==> src/rtl/uart_rx_fifo_if.sv <==
// SoC-facing side of uart_rx_fifo: FIFO read port plus the sticky error flags.
interface uart_rx_fifo_if #(
  parameter int DEPTH_LOG2 = 4
);
  logic                rd_en;
  logic [7:0]          rd_data;
  logic                rd_valid;
  logic [DEPTH_LOG2:0] level;
  logic                overrun;
  logic                frame_err;
  logic                clr_err;

  modport master (
    output rd_en, clr_err,
    input  rd_data, rd_valid, level, overrun, frame_err
  );

  modport slave (
    input  rd_en, clr_err,
    output rd_data, rd_valid, level, overrun, frame_err
  );
endinterface

==> src/rtl/uart_rx_fifo.sv <==
// 8N1 UART receiver feeding a first-word-fall-through byte FIFO with sticky
// overrun / framing error flags for the picosoc UART register block.
module uart_rx_fifo #(
  parameter int CLK_HZ     = 100000000,
  parameter int BAUD       = 115200,
  parameter int DEPTH_LOG2 = 4
) (
  input  logic           clk,
  input  logic           resetn,
  input  logic           rxd,
  uart_rx_fifo_if.slave  bus
);

  localparam int CLKS_PER_BIT = CLK_HZ / BAUD;
  localparam int CNT_W        = $clog2(CLKS_PER_BIT);
  localparam int DEPTH        = 2 ** DEPTH_LOG2;

  localparam logic [CNT_W-1:0]    CNT_FULL   = CNT_W'(CLKS_PER_BIT - 1);
  localparam logic [CNT_W-1:0]    CNT_HALF   = CNT_W'(CLKS_PER_BIT / 2 - 1);
  localparam logic [DEPTH_LOG2:0] LEVEL_FULL = (DEPTH_LOG2 + 1)'(DEPTH);

  typedef enum logic [2:0] {
    S_IDLE,
    S_START,
    S_DATA,
    S_STOP,
    S_BREAK
  } state_t;

  logic                  rxMeta_q;
  logic                  rxs_q;
  state_t                state_q, state_d;
  logic [CNT_W-1:0]      cnt_q, cnt_d;
  logic [2:0]            idx_q, idx_d;
  logic [7:0]            sh_q, sh_d;
  logic                  frameErr_q, frameErr_d;
  logic                  overrun_q, overrun_d;
  logic [DEPTH_LOG2-1:0] wrPtr_q, wrPtr_d;
  logic [DEPTH_LOG2-1:0] rdPtr_q, rdPtr_d;
  logic [DEPTH_LOG2:0]   level_q, level_d;
  logic [7:0]            rdData_q, rdData_d;
  logic [7:0]            mem_q [DEPTH];

  logic pushEn;
  logic stopErr;
  logic doPush;
  logic doPop;
  logic dropByte;

  // Two-flop synchronizer; idles high so reset never looks like a start bit.
  always_ff @(posedge clk or negedge resetn) begin
    if (!resetn) begin
      rxMeta_q <= 1'b1;
      rxs_q    <= 1'b1;
    end else begin
      rxMeta_q <= rxd;
      rxs_q    <= rxMeta_q;
    end
  end

  always_ff @(posedge clk or negedge resetn) begin
    if (!resetn) begin
      state_q <= S_IDLE;
      cnt_q   <= '0;
      idx_q   <= '0;
      sh_q    <= '0;
    end else begin
      state_q <= state_d;
      cnt_q   <= cnt_d;
      idx_q   <= idx_d;
      sh_q    <= sh_d;
    end
  end

  always_comb begin
    state_d = state_q;
    cnt_d   = cnt_q;
    idx_d   = idx_q;
    sh_d    = sh_q;
    pushEn  = 1'b0;
    stopErr = 1'b0;
    case (state_q)
      S_IDLE: begin
        if (!rxs_q) begin
          state_d = S_START;
          cnt_d   = CNT_HALF;
        end
      end
      S_START: begin
        if (cnt_q == '0) begin
          if (!rxs_q) begin
            state_d = S_DATA;
            cnt_d   = CNT_FULL;
            idx_d   = '0;
          end else begin
            state_d = S_IDLE;
          end
        end else begin
          cnt_d = cnt_q - 1'b1;
        end
      end
      S_DATA: begin
        if (cnt_q == '0) begin
          sh_d  = {rxs_q, sh_q[7:1]};
          cnt_d = CNT_FULL;
          idx_d = idx_q + 1'b1;
          if (idx_q == 3'd7) begin
            state_d = S_STOP;
          end
        end else begin
          cnt_d = cnt_q - 1'b1;
        end
      end
      S_STOP: begin
        if (cnt_q == '0) begin
          if (rxs_q) begin
            pushEn  = 1'b1;
            state_d = S_IDLE;
          end else begin
            stopErr = 1'b1;
            state_d = S_BREAK;
          end
        end else begin
          cnt_d = cnt_q - 1'b1;
        end
      end
      S_BREAK: begin
        if (rxs_q) begin
          state_d = S_IDLE;
        end
      end
      default: begin
        state_d = S_IDLE;
      end
    endcase
  end

  // A push into a full FIFO survives only if a pop frees a slot in the same cycle.
  always_comb begin
    doPop    = bus.rd_en && (level_q != '0);
    doPush   = pushEn && ((level_q != LEVEL_FULL) || doPop);
    dropByte = pushEn && !doPush;

    wrPtr_d = doPush ? wrPtr_q + 1'b1 : wrPtr_q;
    rdPtr_d = doPop  ? rdPtr_q + 1'b1 : rdPtr_q;

    case ({doPush, doPop})
      2'b10:   level_d = level_q + 1'b1;
      2'b01:   level_d = level_q - 1'b1;
      default: level_d = level_q;
    endcase

    // The head register must see the byte being written when it becomes the new head.
    rdData_d = rdData_q;
    if (level_d != '0) begin
      if (doPush && (rdPtr_d == wrPtr_q)) begin
        rdData_d = sh_q;
      end else begin
        rdData_d = mem_q[rdPtr_d];
      end
    end

    frameErr_d = stopErr  ? 1'b1 : (bus.clr_err ? 1'b0 : frameErr_q);
    overrun_d  = dropByte ? 1'b1 : (bus.clr_err ? 1'b0 : overrun_q);
  end

  always_ff @(posedge clk or negedge resetn) begin
    if (!resetn) begin
      wrPtr_q    <= '0;
      rdPtr_q    <= '0;
      level_q    <= '0;
      rdData_q   <= '0;
      frameErr_q <= 1'b0;
      overrun_q  <= 1'b0;
    end else begin
      wrPtr_q    <= wrPtr_d;
      rdPtr_q    <= rdPtr_d;
      level_q    <= level_d;
      rdData_q   <= rdData_d;
      frameErr_q <= frameErr_d;
      overrun_q  <= overrun_d;
    end
  end

  always_ff @(posedge clk) begin
    if (doPush) begin
      mem_q[wrPtr_q] <= sh_q;
    end
  end

  assign bus.rd_data   = rdData_q;
  assign bus.rd_valid  = (level_q != '0);
  assign bus.level     = level_q;
  assign bus.overrun   = overrun_q;
  assign bus.frame_err = frameErr_q;

endmodule

==> src/flat_wrapper.sv <==
// flat-port wrapper written by rule: the top's interface ports become plain ports
module uart_rx_fifo_flat 
#(
  parameter int CLK_HZ     = 100000000,
  parameter int BAUD       = 115200,
  parameter int DEPTH_LOG2 = 4
)
  (clk, resetn, rxd, bus_rd_en, bus_clr_err, bus_rd_data, bus_rd_valid, bus_level, bus_overrun, bus_frame_err);
  uart_rx_fifo_if #(.DEPTH_LOG2(DEPTH_LOG2)) bus_i ();
  input  logic clk;
  input  logic resetn;
  input  logic rxd;
  input wire logic [$bits(bus_i.rd_en)-1:0] bus_rd_en;
  input wire logic [$bits(bus_i.clr_err)-1:0] bus_clr_err;
  output wire logic [$bits(bus_i.rd_data)-1:0] bus_rd_data;
  output wire logic [$bits(bus_i.rd_valid)-1:0] bus_rd_valid;
  output wire logic [$bits(bus_i.level)-1:0] bus_level;
  output wire logic [$bits(bus_i.overrun)-1:0] bus_overrun;
  output wire logic [$bits(bus_i.frame_err)-1:0] bus_frame_err;
  assign bus_i.rd_en = bus_rd_en;
  assign bus_i.clr_err = bus_clr_err;
  assign bus_rd_data = bus_i.rd_data;
  assign bus_rd_valid = bus_i.rd_valid;
  assign bus_level = bus_i.level;
  assign bus_overrun = bus_i.overrun;
  assign bus_frame_err = bus_i.frame_err;
  uart_rx_fifo #(.CLK_HZ(CLK_HZ), .BAUD(BAUD), .DEPTH_LOG2(DEPTH_LOG2)) u_core (.clk(clk), .resetn(resetn), .rxd(rxd), .bus(bus_i));
endmodule
==> config.mk <==
export PLATFORM = sky130hd
export DESIGN_NAME = uart_rx_fifo_flat
export DESIGN_NICKNAME = d
export VERILOG_FILES = /design/src/rtl/uart_rx_fifo_if.sv /design/src/rtl/uart_rx_fifo.sv /design/src/flat_wrapper.sv
export SDC_FILE = /design/constraint.sdc
export NUM_CORES = 1
export LEC_CHECK = 0
export BUFFER_PORTS_ARGS = -buffer_cell sky130_fd_sc_hd__clkbuf_2
export CAP_MARGIN = 20
export CORE_MARGIN = 1
export CORE_UTILIZATION = 50
export CTS_BUF_LIST = sky130_fd_sc_hd__clkbuf_8
export CTS_CLUSTER_DIAMETER = 50
export DETAILED_ROUTE_END_ITERATION = 6
export PLACE_DENSITY = 0.66
export SETUP_SLACK_MARGIN = 0.2
export SYNTH_ARGS = -nofsm -noshare
export SYNTH_HDL_FRONTEND = slang
export SYNTH_SLANG_ARGS = --single-unit
==> constraint.sdc <==
create_clock -name clk -period 5.4 [get_ports clk]
set_input_delay 0.54 -clock clk [delete_from_list [all_inputs] [get_ports clk]]
set_output_delay 0.54 -clock clk [all_outputs]
set_load 0.02 [all_outputs]
==> metrics.md <==
| Metric | Value |
|---|---|
| Status | completed |
| Yosys reg bits | between 150 and 200 |
| Crit. End Element | register |
| Clock Skew | 0.0118 ns |
| Top Metal Used | met4 |
| Final cell count without fillers | 841 |
| Detailed-placement wirelength estimate | 12,300 µm |
| Critical-path cell list | or4_4 > nor3_1 > nor3_2 > inv_1 > ha_1 > xor2_1 > ha_1 > a21oi_1 > or3b_1 > a31oi_1 > xnor2_1 > or4_1 > nand2_2 > o221a_1 |
| Met1 WL | roughly 8000 µm |
| Worst Hold Margin | 0.151 ns |
| Comb power frac | between 30% and 40% |
| CTS root buf | clkbuf_8 |
| Initial antenna violation count | 0 |
| Number of vias per cell | 6.17 |
| Grt total ovfl | 0 |
| Fmax | 216 MHz |
| Sequential Power Share | 42.2% |
| Largest net degree at the start of global routing | 50 |
| Antenna cells | 0 |
| R2R depth | 14 |
| Clk pwr share | 25.0% |
| Final WL | 18,200 µm |
| H-tree depth | 4 |
| Setup violators final | 0 |
| Initial Util | 51.0% |
| First drt pass iteration count | 6 |
| Post_cts resized | 0 |
| Routed vias | 5,192 |
| Setup_tns | 0 ns |
| Max VDD drop | 229 µV |
| DR DRC count | 0 |
| Number of I/O port buffers | 20 |
| Post-synth top area share | 45.8% |
| Min cycle time layout | 4.64 ns |
| Num rows | 47 |
| CTS buffer count | 17 |
| Internal power | between 2 and 3 mW |
| Routed Antenna Nets | 0 |
| Mapped Area | around 0.0084 mm² |
| Cell area power density | 425 mW/mm² |
| Post-synth EDFFs | 128 |
| GRT Overall Usage | 22.1% |
| Crit path required time | 5.80 ns |
| Area growth syn-to-layout | 8.45% |
| FFs w/ async S/R, synth | 27.7% |
| Initial drt markers | around 600 |
| Crit share post-route | 85.9% |
| Final hold vios | 0 |
| Post-CTS Setup Bufs | 0 |
| DR WL met2 | 8870 µm |
| Distinct cells, synth | 71 |
| Cells after Synth | between 500 and 600 |
| Slowest stage cell, crit path | or4_4 |
| Max_slew headroom | 25.5% |
| Crit Path Class | register to register |
| Delay of the slowest critical-path stage | roughly 0.66 ns |
| Synth area leader | edfxtp_1 |
| Leak | 3.65 nW |
| Most used DFF post-synth | edfxtp_1 |
| Worst skew pair latency | 0.47 ns |
| Worst Tran Pin Value | 1.11 ns |
| Placed insts | 807 |
| Switch Pwr | 1.35 mW |
| CP delay by family, top | simple AND/OR/NAND/NOR gates |
| CP dominant cell by count | ha_1 |
| Ys Warns | 0 |
| Number of global-route vias before repair | 5,197 |
| TritonCTS clock tree | built |
| Crit start category | register |
| RSZ-0062 raised after global routing | false |
| Crit. path cell count | 14 |
| Avg Synthesized Cell Area | 14.3 µm² |
| Die Span Y | about 130 µm |
| Max Slew Vio Count | 0 |
| Sequential share of the synthesized area | 60.4% |
| Die ar. | 0.0173 mm² |
| Routed len/inst | 21.7 µm |
| Post-CTS Hold Buffers | 0 |
| Switching part of the total | 34.7% |
| Reg clk slew, reported paths | 0.09 ns |
| Max Cap Viol | 0 |
| Crit Path Max Fanout | 10 |
| Hold Path Depth | 1 |
| WP data arrival | 5.04 ns |
| Clock Path Buffers | 2 |
| Global-route wire length before repair | ~29,000 µm |
| I/O Pins | 21 |
| Synth top area cells | edfxtp_1 (46%), dfrtp_1 (14%), mux4_2 (7.5%) |
| Min-Delay Path Class | primary input to register |
| Syn nets | approximately 600 |
| Crit path buffers/inverters | 1 |
| Met3 routed WL | 959 µm |
| Nets | 625 |
| CTS Sinks | 177 |
| GP Congestion | just over 0.9 |
| Share of layout cells above drive strength 1 | 19.3% |
| Core area | 0.0165 mm² |
| Die Width | 132 µm |
[layout by cell type (no fill, tap or decap), drive strengths merged, types with 3 or more instances in the layout]
cell    netlist  layout
mux2         10      10
a21oi        22      22
buf          13       9
nor2b         3       3
nand2b       11      11
nor2         43      43
clkbuf       14      38
nor3         13      13
nand2        28      28
bufinv        0       3
o22ai         7       7
nand3         5       5
ha           12      12
xor2          8       8
a222oi        7       7
nand4         3       3
o32ai         3       3
and2          3       3
nor4          6       6
a31oi         4       4
dfrtp        47      47
a311oi        3       3
o21ai        18      18
edfxtp      128     128
a211oi       11      11
o221ai        4       4
or2           3       3
and3          8       8
xnor2        12      12
clkinv        0       7
or4           4       4
a22o          8       8
mux4         28      28
mux2i        43      43
inv          21      25
o211ai        4       4
o221a         7       7
[stage by stage]
stage               cell area [µm²]  setup slack (ns)  power, mW  utilization (%)
floorplan                      8400              1.11       2.65                -
global placement               8670              1.12       2.88             52.6
detailed placement             8670             0.835       2.92             52.6
CTS                            9100             0.802       3.88             55.2
global route                   9110             0.411       4.04             55.3
finish                         9110             0.762       3.87             55.3
[synth_stat cells (8+ instances only)]
cell,count
a211oi_1,11
a21oi_1,22
a22o_1,8
and3_1,8
clkbuf_1,14
dfrtp_1,47
edfxtp_1,128
ha_1,12
inv_1,19
mux2_2,10
mux2i_1,43
mux4_2,28
nand2_1,26
nand2b_1,11
nor2_1,43
nor3_1,12
o21ai_0,16
xnor2_1,11
[power by group through the flow]
stage / Sequential, mW / Clock (mW) / Combinational (mW)
2_1_floorplan: 1.64 / 0 / 1.01
3_5_place_dp: 1.67 / 0 / 1.25
3_3_place_gp: 1.66 / 0 / 1.22
5_1_grt: 1.65 / 1.03 / 1.36
4_1_cts: 1.64 / 0.984 / 1.26
6_report: 1.64 / 0.970 / 1.27
[path summary, 6_finish.rpt]
kind	to	start	slack (ns)
worst max-delay path	u_core.bus.rd_data[1]	u_core.bus.level[1]	0.76
worst max register to register	u_core.bus.rd_data[1]	u_core.bus.level[1]	0.76
worst min-delay path	u_core.rxMeta_q	rxd	0.15
max in group asynchronous	u_core.rdPtr_q[0]	resetn	4.77
min in group asynchronous	u_core.sh_q[4]	resetn	0.17
worst min register to register	u_core.rxs_q	u_core.rxMeta_q	0.36
[flip-flops by register name (all words and copies together) (netlist names), 3 cells and up]
name	cells
u_core.wrPtr_q	4
u_core.rdPtr_q	4
u_core.idx_q	3
u_core.cnt_q	10
u_core.bus.level	5
u_core.sh_q	8
u_core.bus.rd_data	8
u_core.state_q	3
u_core.mem_q	128
[cell type report]
type / count / area (µm²)
clock buffer: 18 / 248
sequential: 177 / 5070
clock inverter: 14 / 180
timing repair buffer: 29 / 163
inverter: 21 / 78.8
multi-input combinational: 362 / 3090
tap: 220 / 275
fill: 1329 / 7360
[worst reg2reg max path: cells and delay by family, from the launching register on]
kind	cells	cell delay [ns]
simple gates	6	2.49
fa+ha+maj	2	0.59
compound gates	3	0.54
flops	1	0.49
xor+xnor	2	0.32
buf+inv	1	0.15
[cell families after synthesis]
| group | Yosys count | share of synthesized area, % |
|---|---|---|
| muxes | 81 | 14.0 |
| xor gates and xnor gates | 21 | 2.53 |
| adders and majority gates | 12 | 1.79 |
| DFF | 177 | 60.4 |
| and+or+nand+nor | 137 | 8.51 |
| buffers and inverters | 48 | 2.82 |
| AOI/OAI and AO/OA | 111 | 9.97 |
[metal layers]
layer  vias to the layer above  GRT usage [%]
li1                       2335              -
met1                      2647           30.1
met2                       183           35.6
met3                        27           3.86
met4                         0           8.20
met5                         -              0
Power figures use the tool's default switching activity.
